$ cat config.mk
export PLATFORM = sky130hd
export DESIGN_NAME = id_stage_hz_flat
export DESIGN_NICKNAME = d
export VERILOG_FILES = /design/src/rtl/id_stage_hz_if.sv /design/src/rtl/id_stage_hz.sv /design/src/flat_wrapper.sv
export SDC_FILE = /design/constraint.sdc
export NUM_CORES = 2
export LEC_CHECK = 0
export CAP_MARGIN = 20
export CORE_MARGIN = 1
export CORE_UTILIZATION = 40
export DETAILED_ROUTE_END_ITERATION = 10
export GPL_ROUTABILITY_DRIVEN = 0
export PLACE_DENSITY = 0.65
export RECOVER_POWER = 25
export SETUP_SLACK_MARGIN = 0.5
export SLEW_MARGIN = 20
export SYNTH_ARGS = -nofsm -noshare
export SYNTH_HDL_FRONTEND = slang
export SYNTH_HIERARCHICAL = 1
export SYNTH_SLANG_ARGS = --single-unit
$ cat constraint.sdc
create_clock -name clk -period 7 [get_ports clk]
set_input_delay 1.4 -clock clk [delete_from_list [all_inputs] [get_ports clk]]
set_output_delay 1.4 -clock clk [all_outputs]
set_load 0.01 [all_outputs]
$ cat src/rtl/id_stage_hz_if.sv
// Decode-stage bundle: IF/ID inputs, pipeline hazard/forward sources,
// WB write port, and the stall/flush/branch and ID/EX outputs.
interface id_stage_hz_if #(
  parameter int DATA_W = 32,
  parameter int CNT_W  = 16
);
  // IF/ID side and downstream freeze
  logic [31:0]       instruction;
  logic [DATA_W-1:0] pc_plus4;
  logic              id_valid;
  logic              hold_in;
  // EX / MEM instruction state for hazards and forwarding
  logic              ex_mem_read;
  logic              ex_reg_write;
  logic [4:0]        ex_dest;
  logic              mem_mem_read;
  logic              mem_reg_write;
  logic [4:0]        mem_dest;
  logic [DATA_W-1:0] alu_result_mem;
  // WB write port
  logic              reg_write_wb;
  logic [4:0]        write_reg_wb;
  logic [DATA_W-1:0] write_data_wb;
  // Control outputs (combinational)
  logic              stall_o;
  logic              flush_if;
  logic [DATA_W-1:0] branch_target;
  // ID/EX register outputs
  logic              ex_valid_o;
  logic [DATA_W-1:0] rs_data_o;
  logic [DATA_W-1:0] rt_data_o;
  logic [DATA_W-1:0] imm_o;
  logic [4:0]        rs_o;
  logic [4:0]        rt_o;
  logic [4:0]        rd_o;
  logic [5:0]        opcode_o;
  logic [5:0]        funct_o;
  logic [CNT_W-1:0]  stall_cnt;

  modport master (
    output instruction, pc_plus4, id_valid, hold_in,
           ex_mem_read, ex_reg_write, ex_dest,
           mem_mem_read, mem_reg_write, mem_dest, alu_result_mem,
           reg_write_wb, write_reg_wb, write_data_wb,
    input  stall_o, flush_if, branch_target, ex_valid_o, rs_data_o, rt_data_o,
           imm_o, rs_o, rt_o, rd_o, opcode_o, funct_o, stall_cnt
  );

  modport slave (
    input  instruction, pc_plus4, id_valid, hold_in,
           ex_mem_read, ex_reg_write, ex_dest,
           mem_mem_read, mem_reg_write, mem_dest, alu_result_mem,
           reg_write_wb, write_reg_wb, write_data_wb,
    output stall_o, flush_if, branch_target, ex_valid_o, rs_data_o, rt_data_o,
           imm_o, rs_o, rt_o, rd_o, opcode_o, funct_o, stall_cnt
  );
endinterface

$ cat src/rtl/id_stage_hz.sv
// MIPS decode stage: register file, MEM/WB operand forwarding, load-use and
// branch-operand hazard stall, early branch resolution with IF flush,
// registered ID/EX with bubble insertion, saturating hazard-stall counter.

// One operand's bypass mux: MEM ALU result beats WB write-through beats RF.
module id_stage_hz_fwd #(
  parameter int DATA_W = 32
) (
  input  logic [4:0]        src,
  input  logic [DATA_W-1:0] rf_val,
  input  logic              mem_ok,
  input  logic [4:0]        mem_dest,
  input  logic [DATA_W-1:0] mem_val,
  input  logic              wb_ok,
  input  logic [4:0]        wb_dest,
  input  logic [DATA_W-1:0] wb_val,
  output logic [DATA_W-1:0] opnd
);
  // Priority select of the freshest producer of src
  always_comb begin
    opnd = rf_val;
    if (mem_ok && mem_dest == src)     opnd = mem_val;
    else if (wb_ok && wb_dest == src)  opnd = wb_val;
  end
endmodule

module id_stage_hz #(
  parameter int DATA_W  = 32,
  parameter bit HAS_BNE = 1'b1,
  parameter int CNT_W   = 16
) (
  input logic         clk,
  input logic         rst,
  id_stage_hz_if.slave bus
);
  localparam logic [5:0] OP_RTYPE = 6'h00;
  localparam logic [5:0] OP_BEQ   = 6'h04;
  localparam logic [5:0] OP_BNE   = 6'h05;
  localparam logic [5:0] OP_SW    = 6'h2B;

  typedef struct packed {
    logic              valid;
    logic [DATA_W-1:0] rs_data;
    logic [DATA_W-1:0] rt_data;
    logic [DATA_W-1:0] imm;
    logic [4:0]        rs;
    logic [4:0]        rt;
    logic [4:0]        rd;
    logic [5:0]        opcode;
    logic [5:0]        funct;
  } idex_t;

  // Field decode
  logic [5:0]        opcode, funct;
  logic [4:0]        rs, rt, rd;
  logic [DATA_W-1:0] imm_sext;
  assign opcode   = bus.instruction[31:26];
  assign rs       = bus.instruction[25:21];
  assign rt       = bus.instruction[20:16];
  assign rd       = bus.instruction[15:11];
  assign funct    = bus.instruction[5:0];
  assign imm_sext = {{(DATA_W-16){bus.instruction[15]}}, bus.instruction[15:0]};

  // Shamt is not consumed by this stage
  logic unused_shamt;
  assign unused_shamt = ^bus.instruction[10:6];

  logic uses_rt, is_branch;
  assign uses_rt   = (opcode == OP_RTYPE) || (opcode == OP_BEQ) ||
                     (opcode == OP_BNE)   || (opcode == OP_SW);
  assign is_branch = (opcode == OP_BEQ) || (HAS_BNE && opcode == OP_BNE);

  // Register file; entry 0 is never written so it always reads zero
  logic [31:0][DATA_W-1:0] rf_q, rf_d;

  // Next register-file contents from the WB port
  always_comb begin
    rf_d = rf_q;
    if (bus.reg_write_wb && bus.write_reg_wb != 5'd0)
      rf_d[bus.write_reg_wb] = bus.write_data_wb;
  end

  // Register-file storage, cleared on reset
  always_ff @(posedge clk) begin
    if (!rst) rf_q <= '0;
    else      rf_q <= rf_d;
  end

  // Operand bypass, lane 0 = rs, lane 1 = rt
  logic [1:0][4:0]        src;
  logic [1:0][DATA_W-1:0] opnd;
  logic                   mem_ok, wb_ok;
  assign src[0] = rs;
  assign src[1] = rt;
  // A MEM load has no data yet, so only ALU results forward from MEM
  assign mem_ok = bus.mem_reg_write && !bus.mem_mem_read && bus.mem_dest != 5'd0;
  assign wb_ok  = bus.reg_write_wb && bus.write_reg_wb != 5'd0;

  for (genvar i = 0; i < 2; i++) begin : g_opnd
    id_stage_hz_fwd #(.DATA_W(DATA_W)) u_fwd (
      .src      (src[i]),
      .rf_val   (rf_q[src[i]]),
      .mem_ok   (mem_ok),
      .mem_dest (bus.mem_dest),
      .mem_val  (bus.alu_result_mem),
      .wb_ok    (wb_ok),
      .wb_dest  (bus.write_reg_wb),
      .wb_val   (bus.write_data_wb),
      .opnd     (opnd[i])
    );
  end

  // Hazards; all gated by reset so nothing stalls or flushes while in reset
  logic ex_rs, ex_rt, mem_rs, mem_rt;
  logic load_use, br_ex, br_mem, hazard;
  assign ex_rs    = bus.ex_dest  == rs;
  assign ex_rt    = bus.ex_dest  == rt;
  assign mem_rs   = bus.mem_dest == rs;
  assign mem_rt   = bus.mem_dest == rt;
  assign load_use = bus.ex_mem_read && bus.ex_dest != 5'd0 && (ex_rs || (uses_rt && ex_rt));
  // Branches compare in ID, so an EX result or a MEM load is too late to bypass
  assign br_ex    = is_branch && bus.ex_reg_write && bus.ex_dest != 5'd0 && (ex_rs || ex_rt);
  assign br_mem   = is_branch && bus.mem_mem_read && bus.mem_dest != 5'd0 && (mem_rs || mem_rt);
  assign hazard   = rst && bus.id_valid && (load_use || br_ex || br_mem);

  // Early branch resolution
  logic br_cond;
  assign br_cond           = (opcode == OP_BEQ) ? (opnd[0] == opnd[1]) : (opnd[0] != opnd[1]);
  assign bus.stall_o       = rst && (hazard || bus.hold_in);
  assign bus.flush_if      = rst && bus.id_valid && is_branch && !hazard && !bus.hold_in && br_cond;
  assign bus.branch_target = bus.pc_plus4 + (imm_sext << 2);

  // ID/EX register
  idex_t idex_q, idex_d;

  // Hold freezes, hazard or empty slot inserts a bubble, otherwise capture
  always_comb begin
    idex_d = idex_q;
    if (!bus.hold_in) begin
      idex_d = '0;
      if (bus.id_valid && !hazard) begin
        idex_d.valid   = 1'b1;
        idex_d.rs_data = opnd[0];
        idex_d.rt_data = opnd[1];
        idex_d.imm     = imm_sext;
        idex_d.rs      = rs;
        idex_d.rt      = rt;
        idex_d.rd      = rd;
        idex_d.opcode  = opcode;
        idex_d.funct   = funct;
      end
    end
  end

  // ID/EX storage
  always_ff @(posedge clk) begin
    if (!rst) idex_q <= '0;
    else      idex_q <= idex_d;
  end

  assign bus.ex_valid_o = idex_q.valid;
  assign bus.rs_data_o  = idex_q.rs_data;
  assign bus.rt_data_o  = idex_q.rt_data;
  assign bus.imm_o      = idex_q.imm;
  assign bus.rs_o       = idex_q.rs;
  assign bus.rt_o       = idex_q.rt;
  assign bus.rd_o       = idex_q.rd;
  assign bus.opcode_o   = idex_q.opcode;
  assign bus.funct_o    = idex_q.funct;

  // Hazard-stall counter; hold_in alone is not a hazard
  logic [CNT_W-1:0] stall_cnt_q, stall_cnt_d;

  // Saturating increment on hazard cycles
  always_comb begin
    stall_cnt_d = stall_cnt_q;
    if (hazard && stall_cnt_q != {CNT_W{1'b1}})
      stall_cnt_d = stall_cnt_q + CNT_W'(1);
  end

  // Counter storage
  always_ff @(posedge clk) begin
    if (!rst) stall_cnt_q <= '0;
    else      stall_cnt_q <= stall_cnt_d;
  end

  assign bus.stall_cnt = stall_cnt_q;
endmodule

$ cat src/flat_wrapper.sv
// flat-port wrapper written by rule: the top's interface ports become plain ports
module id_stage_hz_flat 
#(
  parameter int DATA_W  = 32,
  parameter bit HAS_BNE = 1'b1,
  parameter int CNT_W   = 16
)
  (clk, rst, bus_instruction, bus_pc_plus4, bus_id_valid, bus_hold_in, bus_ex_mem_read, bus_ex_reg_write, bus_ex_dest, bus_mem_mem_read, bus_mem_reg_write, bus_mem_dest, bus_alu_result_mem, bus_reg_write_wb, bus_write_reg_wb, bus_write_data_wb, bus_stall_o, bus_flush_if, bus_branch_target, bus_ex_valid_o, bus_rs_data_o, bus_rt_data_o, bus_imm_o, bus_rs_o, bus_rt_o, bus_rd_o, bus_opcode_o, bus_funct_o, bus_stall_cnt);
  id_stage_hz_if #(.DATA_W(DATA_W), .CNT_W(CNT_W)) bus_i ();
  input logic clk;
  input logic rst;
  input wire logic [$bits(bus_i.instruction)-1:0] bus_instruction;
  input wire logic [$bits(bus_i.pc_plus4)-1:0] bus_pc_plus4;
  input wire logic [$bits(bus_i.id_valid)-1:0] bus_id_valid;
  input wire logic [$bits(bus_i.hold_in)-1:0] bus_hold_in;
  input wire logic [$bits(bus_i.ex_mem_read)-1:0] bus_ex_mem_read;
  input wire logic [$bits(bus_i.ex_reg_write)-1:0] bus_ex_reg_write;
  input wire logic [$bits(bus_i.ex_dest)-1:0] bus_ex_dest;
  input wire logic [$bits(bus_i.mem_mem_read)-1:0] bus_mem_mem_read;
  input wire logic [$bits(bus_i.mem_reg_write)-1:0] bus_mem_reg_write;
  input wire logic [$bits(bus_i.mem_dest)-1:0] bus_mem_dest;
  input wire logic [$bits(bus_i.alu_result_mem)-1:0] bus_alu_result_mem;
  input wire logic [$bits(bus_i.reg_write_wb)-1:0] bus_reg_write_wb;
  input wire logic [$bits(bus_i.write_reg_wb)-1:0] bus_write_reg_wb;
  input wire logic [$bits(bus_i.write_data_wb)-1:0] bus_write_data_wb;
  output wire logic [$bits(bus_i.stall_o)-1:0] bus_stall_o;
  output wire logic [$bits(bus_i.flush_if)-1:0] bus_flush_if;
  output wire logic [$bits(bus_i.branch_target)-1:0] bus_branch_target;
  output wire logic [$bits(bus_i.ex_valid_o)-1:0] bus_ex_valid_o;
  output wire logic [$bits(bus_i.rs_data_o)-1:0] bus_rs_data_o;
  output wire logic [$bits(bus_i.rt_data_o)-1:0] bus_rt_data_o;
  output wire logic [$bits(bus_i.imm_o)-1:0] bus_imm_o;
  output wire logic [$bits(bus_i.rs_o)-1:0] bus_rs_o;
  output wire logic [$bits(bus_i.rt_o)-1:0] bus_rt_o;
  output wire logic [$bits(bus_i.rd_o)-1:0] bus_rd_o;
  output wire logic [$bits(bus_i.opcode_o)-1:0] bus_opcode_o;
  output wire logic [$bits(bus_i.funct_o)-1:0] bus_funct_o;
  output wire logic [$bits(bus_i.stall_cnt)-1:0] bus_stall_cnt;
  assign bus_i.instruction = bus_instruction;
  assign bus_i.pc_plus4 = bus_pc_plus4;
  assign bus_i.id_valid = bus_id_valid;
  assign bus_i.hold_in = bus_hold_in;
  assign bus_i.ex_mem_read = bus_ex_mem_read;
  assign bus_i.ex_reg_write = bus_ex_reg_write;
  assign bus_i.ex_dest = bus_ex_dest;
  assign bus_i.mem_mem_read = bus_mem_mem_read;
  assign bus_i.mem_reg_write = bus_mem_reg_write;
  assign bus_i.mem_dest = bus_mem_dest;
  assign bus_i.alu_result_mem = bus_alu_result_mem;
  assign bus_i.reg_write_wb = bus_reg_write_wb;
  assign bus_i.write_reg_wb = bus_write_reg_wb;
  assign bus_i.write_data_wb = bus_write_data_wb;
  assign bus_stall_o = bus_i.stall_o;
  assign bus_flush_if = bus_i.flush_if;
  assign bus_branch_target = bus_i.branch_target;
  assign bus_ex_valid_o = bus_i.ex_valid_o;
  assign bus_rs_data_o = bus_i.rs_data_o;
  assign bus_rt_data_o = bus_i.rt_data_o;
  assign bus_imm_o = bus_i.imm_o;
  assign bus_rs_o = bus_i.rs_o;
  assign bus_rt_o = bus_i.rt_o;
  assign bus_rd_o = bus_i.rd_o;
  assign bus_opcode_o = bus_i.opcode_o;
  assign bus_funct_o = bus_i.funct_o;
  assign bus_stall_cnt = bus_i.stall_cnt;
  id_stage_hz #(.DATA_W(DATA_W), .HAS_BNE(HAS_BNE), .CNT_W(CNT_W)) u_core (.clk(clk), .rst(rst), .bus(bus_i));
endmodule
After elaboration in Yosys (flattened, before gate mapping)
Index checks and enable logic that the tools add are counted.

word-level totals
  flip-flop bits (word level) = 1164
  output and inout bits = 174
  word-level logic and storage cells = 116

operators by class
  multiplexer cells = 13
  equality and inequality tests = 12
  add/subtract/negate cells = 2
  $lt $le $gt $ge = 4
  reductions and logical operators = 43

operators with widths
  cell                                                                          count
  1024-bit bitwise mux                                                          1
  32-bit binary-select mux with 5-bit select                                    2
  32-bit 2-to-1 mux                                                             7
  32-bit demux with 5-bit select                                                1
  124-bit 2-to-1 mux                                                            1
  32-bit adder                                                                  1
  32-bit equality test                                                          1
  32-bit inequality test                                                        1
  5-bit equality test                                                           6
  1-bit logical AND                                                             26
  5-bit by 6-bit less-than comparator with 1-bit output, second input constant  3
  16-bit by 1-bit adder with 16-bit output, second input constant               1
  16-bit inequality test, second input constant                                 1
  5-bit nonzero test                                                            3
  6-bit by 3-bit equality test with 1-bit output, second input constant         2
  1-bit logical OR                                                              10
  6-bit equality test, second input constant                                    1
  6-bit logical NOT                                                             1
  5-bit by 1-bit >= comparator with 1-bit output, second input constant         1
  1-bit logical NOT                                                             3
  1-bit 2-to-1 mux                                                              1

Longest topological paths before layout
  word-level depth = 14
  gate-level depth with buffers = 15
  mapped depth without buffers = 12

Hierarchy
Netlist, hierarchy kept.

by module, submodules not included
  module           cells an instance  times used  area an instance (um^2)
  id_stage_hz      6047               1           57012.2
  id_stage_hz_fwd  171                2           1003.5

Worst setup path before layout
OpenSTA, ideal clock, no wires.

  path type = input to output
  start = input bus_instruction[17]
  end = output bus_flush_if
  path slack = 1.043 ns
  arrival time = 4.557 ns
  cell stages on the path = 13
  required time = 5.600 ns
  cell sequence = clkbuf_1 buf_1 mux4_2 mux4_2 mux2_2 o21ai_0 a31oi_1 xnor2_1 nand4_1 nor4_1 nand2_1 xnor2_1 and3_1

RTL lines
  what                RTL line            text
  start: declaration  flat_wrapper.sv:12  input wire logic [$bits(bus_i.instruction)-1:0] bus_instruction;
  end: declaration    flat_wrapper.sv:27  output wire logic [$bits(bus_i.flush_if)-1:0] bus_flush_if;

==> flow_metrics.env <==
export IMPL_status="finished, violations left"
export IMPL_failed_checks="DRC, capacitance limit, slew limit"
export IMPL_rows=140
export IMPL_holdBufCountCts=0
export IMPL_cts_made_buffers=115
export IMPL_rrSetupSlack_ns=1.20
export IMPL_avgSynthCellArea_sq_um=9.24
export IMPL_synthAdderAreaFrac=0.00670
export IMPL_clk_path_buf_depth=3
export IMPL_top_level_ports=326
export IMPL_drt_total_wl_mm=248
export IMPL_synthDistinctLibCells=65
export IMPL_root_buffer="clkbuf_16"
export IMPL_holdPathStages=1
export IMPL_cp_max_fo=12
export IMPL_fmax_ghz=0.146
export IMPL_synth_top_family_by_area="multiplexers"
export IMPL_clock_latency_ns=0.78
export IMPL_synthTopCellsByArea="dfxtp_1 39%, mux4_2 24%, nand2_1 13%"
export IMPL_synth_simple_area_share=0.164
export IMPL_timing_final_crit_share=0.978
export IMPL_clk_transition_reported_paths_ns=0.06
export IMPL_crit_arrival_ns=5.45
export IMPL_dr_pass1_iters=11
export IMPL_viasPerCell=6.36
export IMPL_slew_violations=424
export IMPL_hold_viol=0
export IMPL_grt_use_total=0.323
export IMPL_grt_ovfl_total=0
export IMPL_skew_ns=0.0329
export IMPL_yosys_warnings=6
export IMPL_worstPathRequired_ns=5.60
export IMPL_synthXorXnorAreaFrac=0.0149
export IMPL_r2r_start="u_core/rf_q[241]"
export IMPL_drive_gt1_frac=0.224
export IMPL_ys_seq_area_frac=0.386
export IMPL_io_buffers=321
export IMPL_grt_setup_unrepaired="true"
export IMPL_drcViolationCount=8
export IMPL_ir_drop_mv=0.197
export IMPL_hp_start="u_core/bus.ex_valid_o"
export IMPL_hp_class="reg2reg"
export IMPL_grt_max_degree=239
export IMPL_cts_htree_levels=3
export IMPL_syn_area_sq_um=59000
export IMPL_endpoint_kind="output port"
export IMPL_grt_pass1_wl_mm=354
export IMPL_crit_type="in2out"
export IMPL_synth_edf_count=0
export IMPL_fin_cells=8723
export IMPL_p_total_w=0.0149
export IMPL_die_area_sq_um=149000
export IMPL_crit_path_start_kind="input port"
export IMPL_cap_viol_max_count=15
export IMPL_ys_flop_type="dfxtp_1"
export IMPL_holdPathEnd="u_core/bus.ex_valid_o"
export IMPL_leakage_nw=24.3
export IMPL_drt_iter0_markers=8374
export IMPL_synth_top_area_cell="dfxtp_1"
export IMPL_slew_headroom=-1.38
export IMPL_antenna_found_initial=17
export IMPL_fp_dieH_microns=386
export IMPL_p_per_area_nw_per_um2=209
export IMPL_grt_pass1_vias=52200
export IMPL_via_count=55500
export IMPL_final_util=0.490
export IMPL_ys_seq_elements=1137
export IMPL_wire_per_inst_microns=28.4
export IMPL_async_flop_share=0
export IMPL_tritoncts="built"
export IMPL_rr_worst_depth=37
export IMPL_netlist_area_leader_share=0.386
export IMPL_dpl_hpwl_mm=156
export IMPL_final_common_cell="nand2_1"
export IMPL_worstReg2RegEnd="u_core/bus.rt_data_o[17]"
export IMPL_core_sq_um=146000
export IMPL_synth_compound_area_share=0.122
export IMPL_final_cell_mix="2,043 x nand2_1, 1,137 x dfxtp_1, 1,023 x a21oi_1"
export IMPL_nets=6879
export IMPL_syn2layout_area_growth_pct=21.2
export IMPL_cts_sinks=1137
export IMPL_initial_utilization=0.404
export IMPL_fp_dieW_microns=386
export IMPL_placed_cells=8417
export IMPL_period_needed_ns=6.85
export IMPL_syn_inst=6389
export IMPL_worst_pin_slew_ns=3.57
export IMPL_syn_nets=6572
export IMPL_setup_violations=0
export IMPL_drtAntennaViolNets=0
export IMPL_synthMuxAreaShare=0.258
layer usage:
metal / global-route usage / part of all wire / vias to the layer above
li1: - / - / 23200
met1: 0.406 / 0.35 / 26900
met2: 0.464 / 0.42 / 4326
met3: 0.114 / 0.15 / 1012
met4: 0.222 / 0.081 / 14
met5: 0 / 0.00039 / -
worst max-delay path by stage:
stage / from / end / slack (ns)
final: bus_instruction[21] / bus_flush_if / 0.15
after detailed placement: bus_mem_dest[0] / bus_flush_if / -0.99
after global routing: bus_instruction[21] / bus_flush_if / 0.18
after global placement: bus_mem_dest[0] / bus_flush_if / -1.02
after floorplan: bus_instruction[17] / bus_flush_if / 1.04
after CTS: bus_instruction[21] / bus_flush_if / 0.44
where the power goes:
| group | internal (W) | switching (W) | leakage [nW] | total [W] |
|---|---|---|---|---|
| Sequential | 0.00652 | 0.0000406 | 9.17 | 0.00656 |
| Clock | 0.00371 | 0.00286 | 1.97 | 0.00657 |
| Combinational | 0.000735 | 0.00109 | 13.2 | 0.00182 |
| Total | 0.0110 | 0.00398 | 24.3 | 0.0149 |
sequential cells by signal, indices dropped and copies added (netlist names):
register,flops
u_core/bus.stall_cnt,16
u_core/bus.rs_o,5
u_core/rf_q,1024
u_core/bus.funct_o,5
u_core/bus.rt_data_o,32
u_core/bus.ex_valid_o,1
u_core/bus.opcode_o,6
u_core/bus.rs_data_o,32
u_core/bus.rd_o,4
u_core/bus.rt_o,5
u_core/bus.imm_o,7
cells by family after synthesis:
group,after synthesis
xor+xnor,99
compound gates,1320
flops,1137
simple gates,2407
buf+inv,680
fa+ha+maj,31
mux,715
layout make-up:
cell class / count / area [sq um]
antenna: 12 / 30.0
clock buffer: 152 / 3240
clock inverter: 63 / 741
fill: 13200 / 74500
inverter: 14 / 60.1
multi-input combinational: 4572 / 33900
sequential: 1137 / 22800
tap: 1917 / 2400
timing repair buffer: 856 / 8450
critical path: stages:
cell and delay [ns]:
buf_16 0.17, buf_16 0.20, buf_12 0.16, mux4_2 0.50, mux4_2 0.56, mux2_2 0.30, o21ai_1 0.10, a31oi_1 0.15
xnor2_1 0.20, nand4_1 0.47, nor4_2 0.37, buf_4 0.17, nand2_4 0.09, xnor2_2 0.14, and3_4 0.29, buf_6 0.13
per-stage QoR:
step / setup WS [ns] / setup TNS, ns / instance area (sq um) / hold slack (ns)
2_1_floorplan: 1.04 / 0 / 59000 / 0.443
3_3_place_gp: -1.02 / -1.02 / 66400 / 0.440
3_5_place_dp: -0.987 / -0.987 / 66400 / 0.448
4_1_cts: 0.437 / 0 / 71300 / 0.463
5_1_grt: 0.177 / 0 / 71500 / 0.475
6_report: 0.152 / 0 / 71600 / 0.464
what timing repair did:
item	CTS	global route
endpoints found under the setup margin	4	4
gates cloned	8	1
buffers inserted	59	11
resized for setup	59	40
pin swaps	16	9
Yosys cell counts (24+ instances only):
cell type  instances
xor2_1            24
buf_2             81
nor3_1            74
mux4_2           640
buf_4             29
ha_1              30
a21oi_1         1023
buf_1             32
clkbuf_1         513
nor2_1            65
nand2_1         2065
and2_1            41
a31oi_1           64
mux2_2            65
o21ai_0           83
nand4_1           82
dfxtp_1         1137
xnor2_1           73
a22o_1            96
No activity file was read; power rests on OpenSTA's default activity.
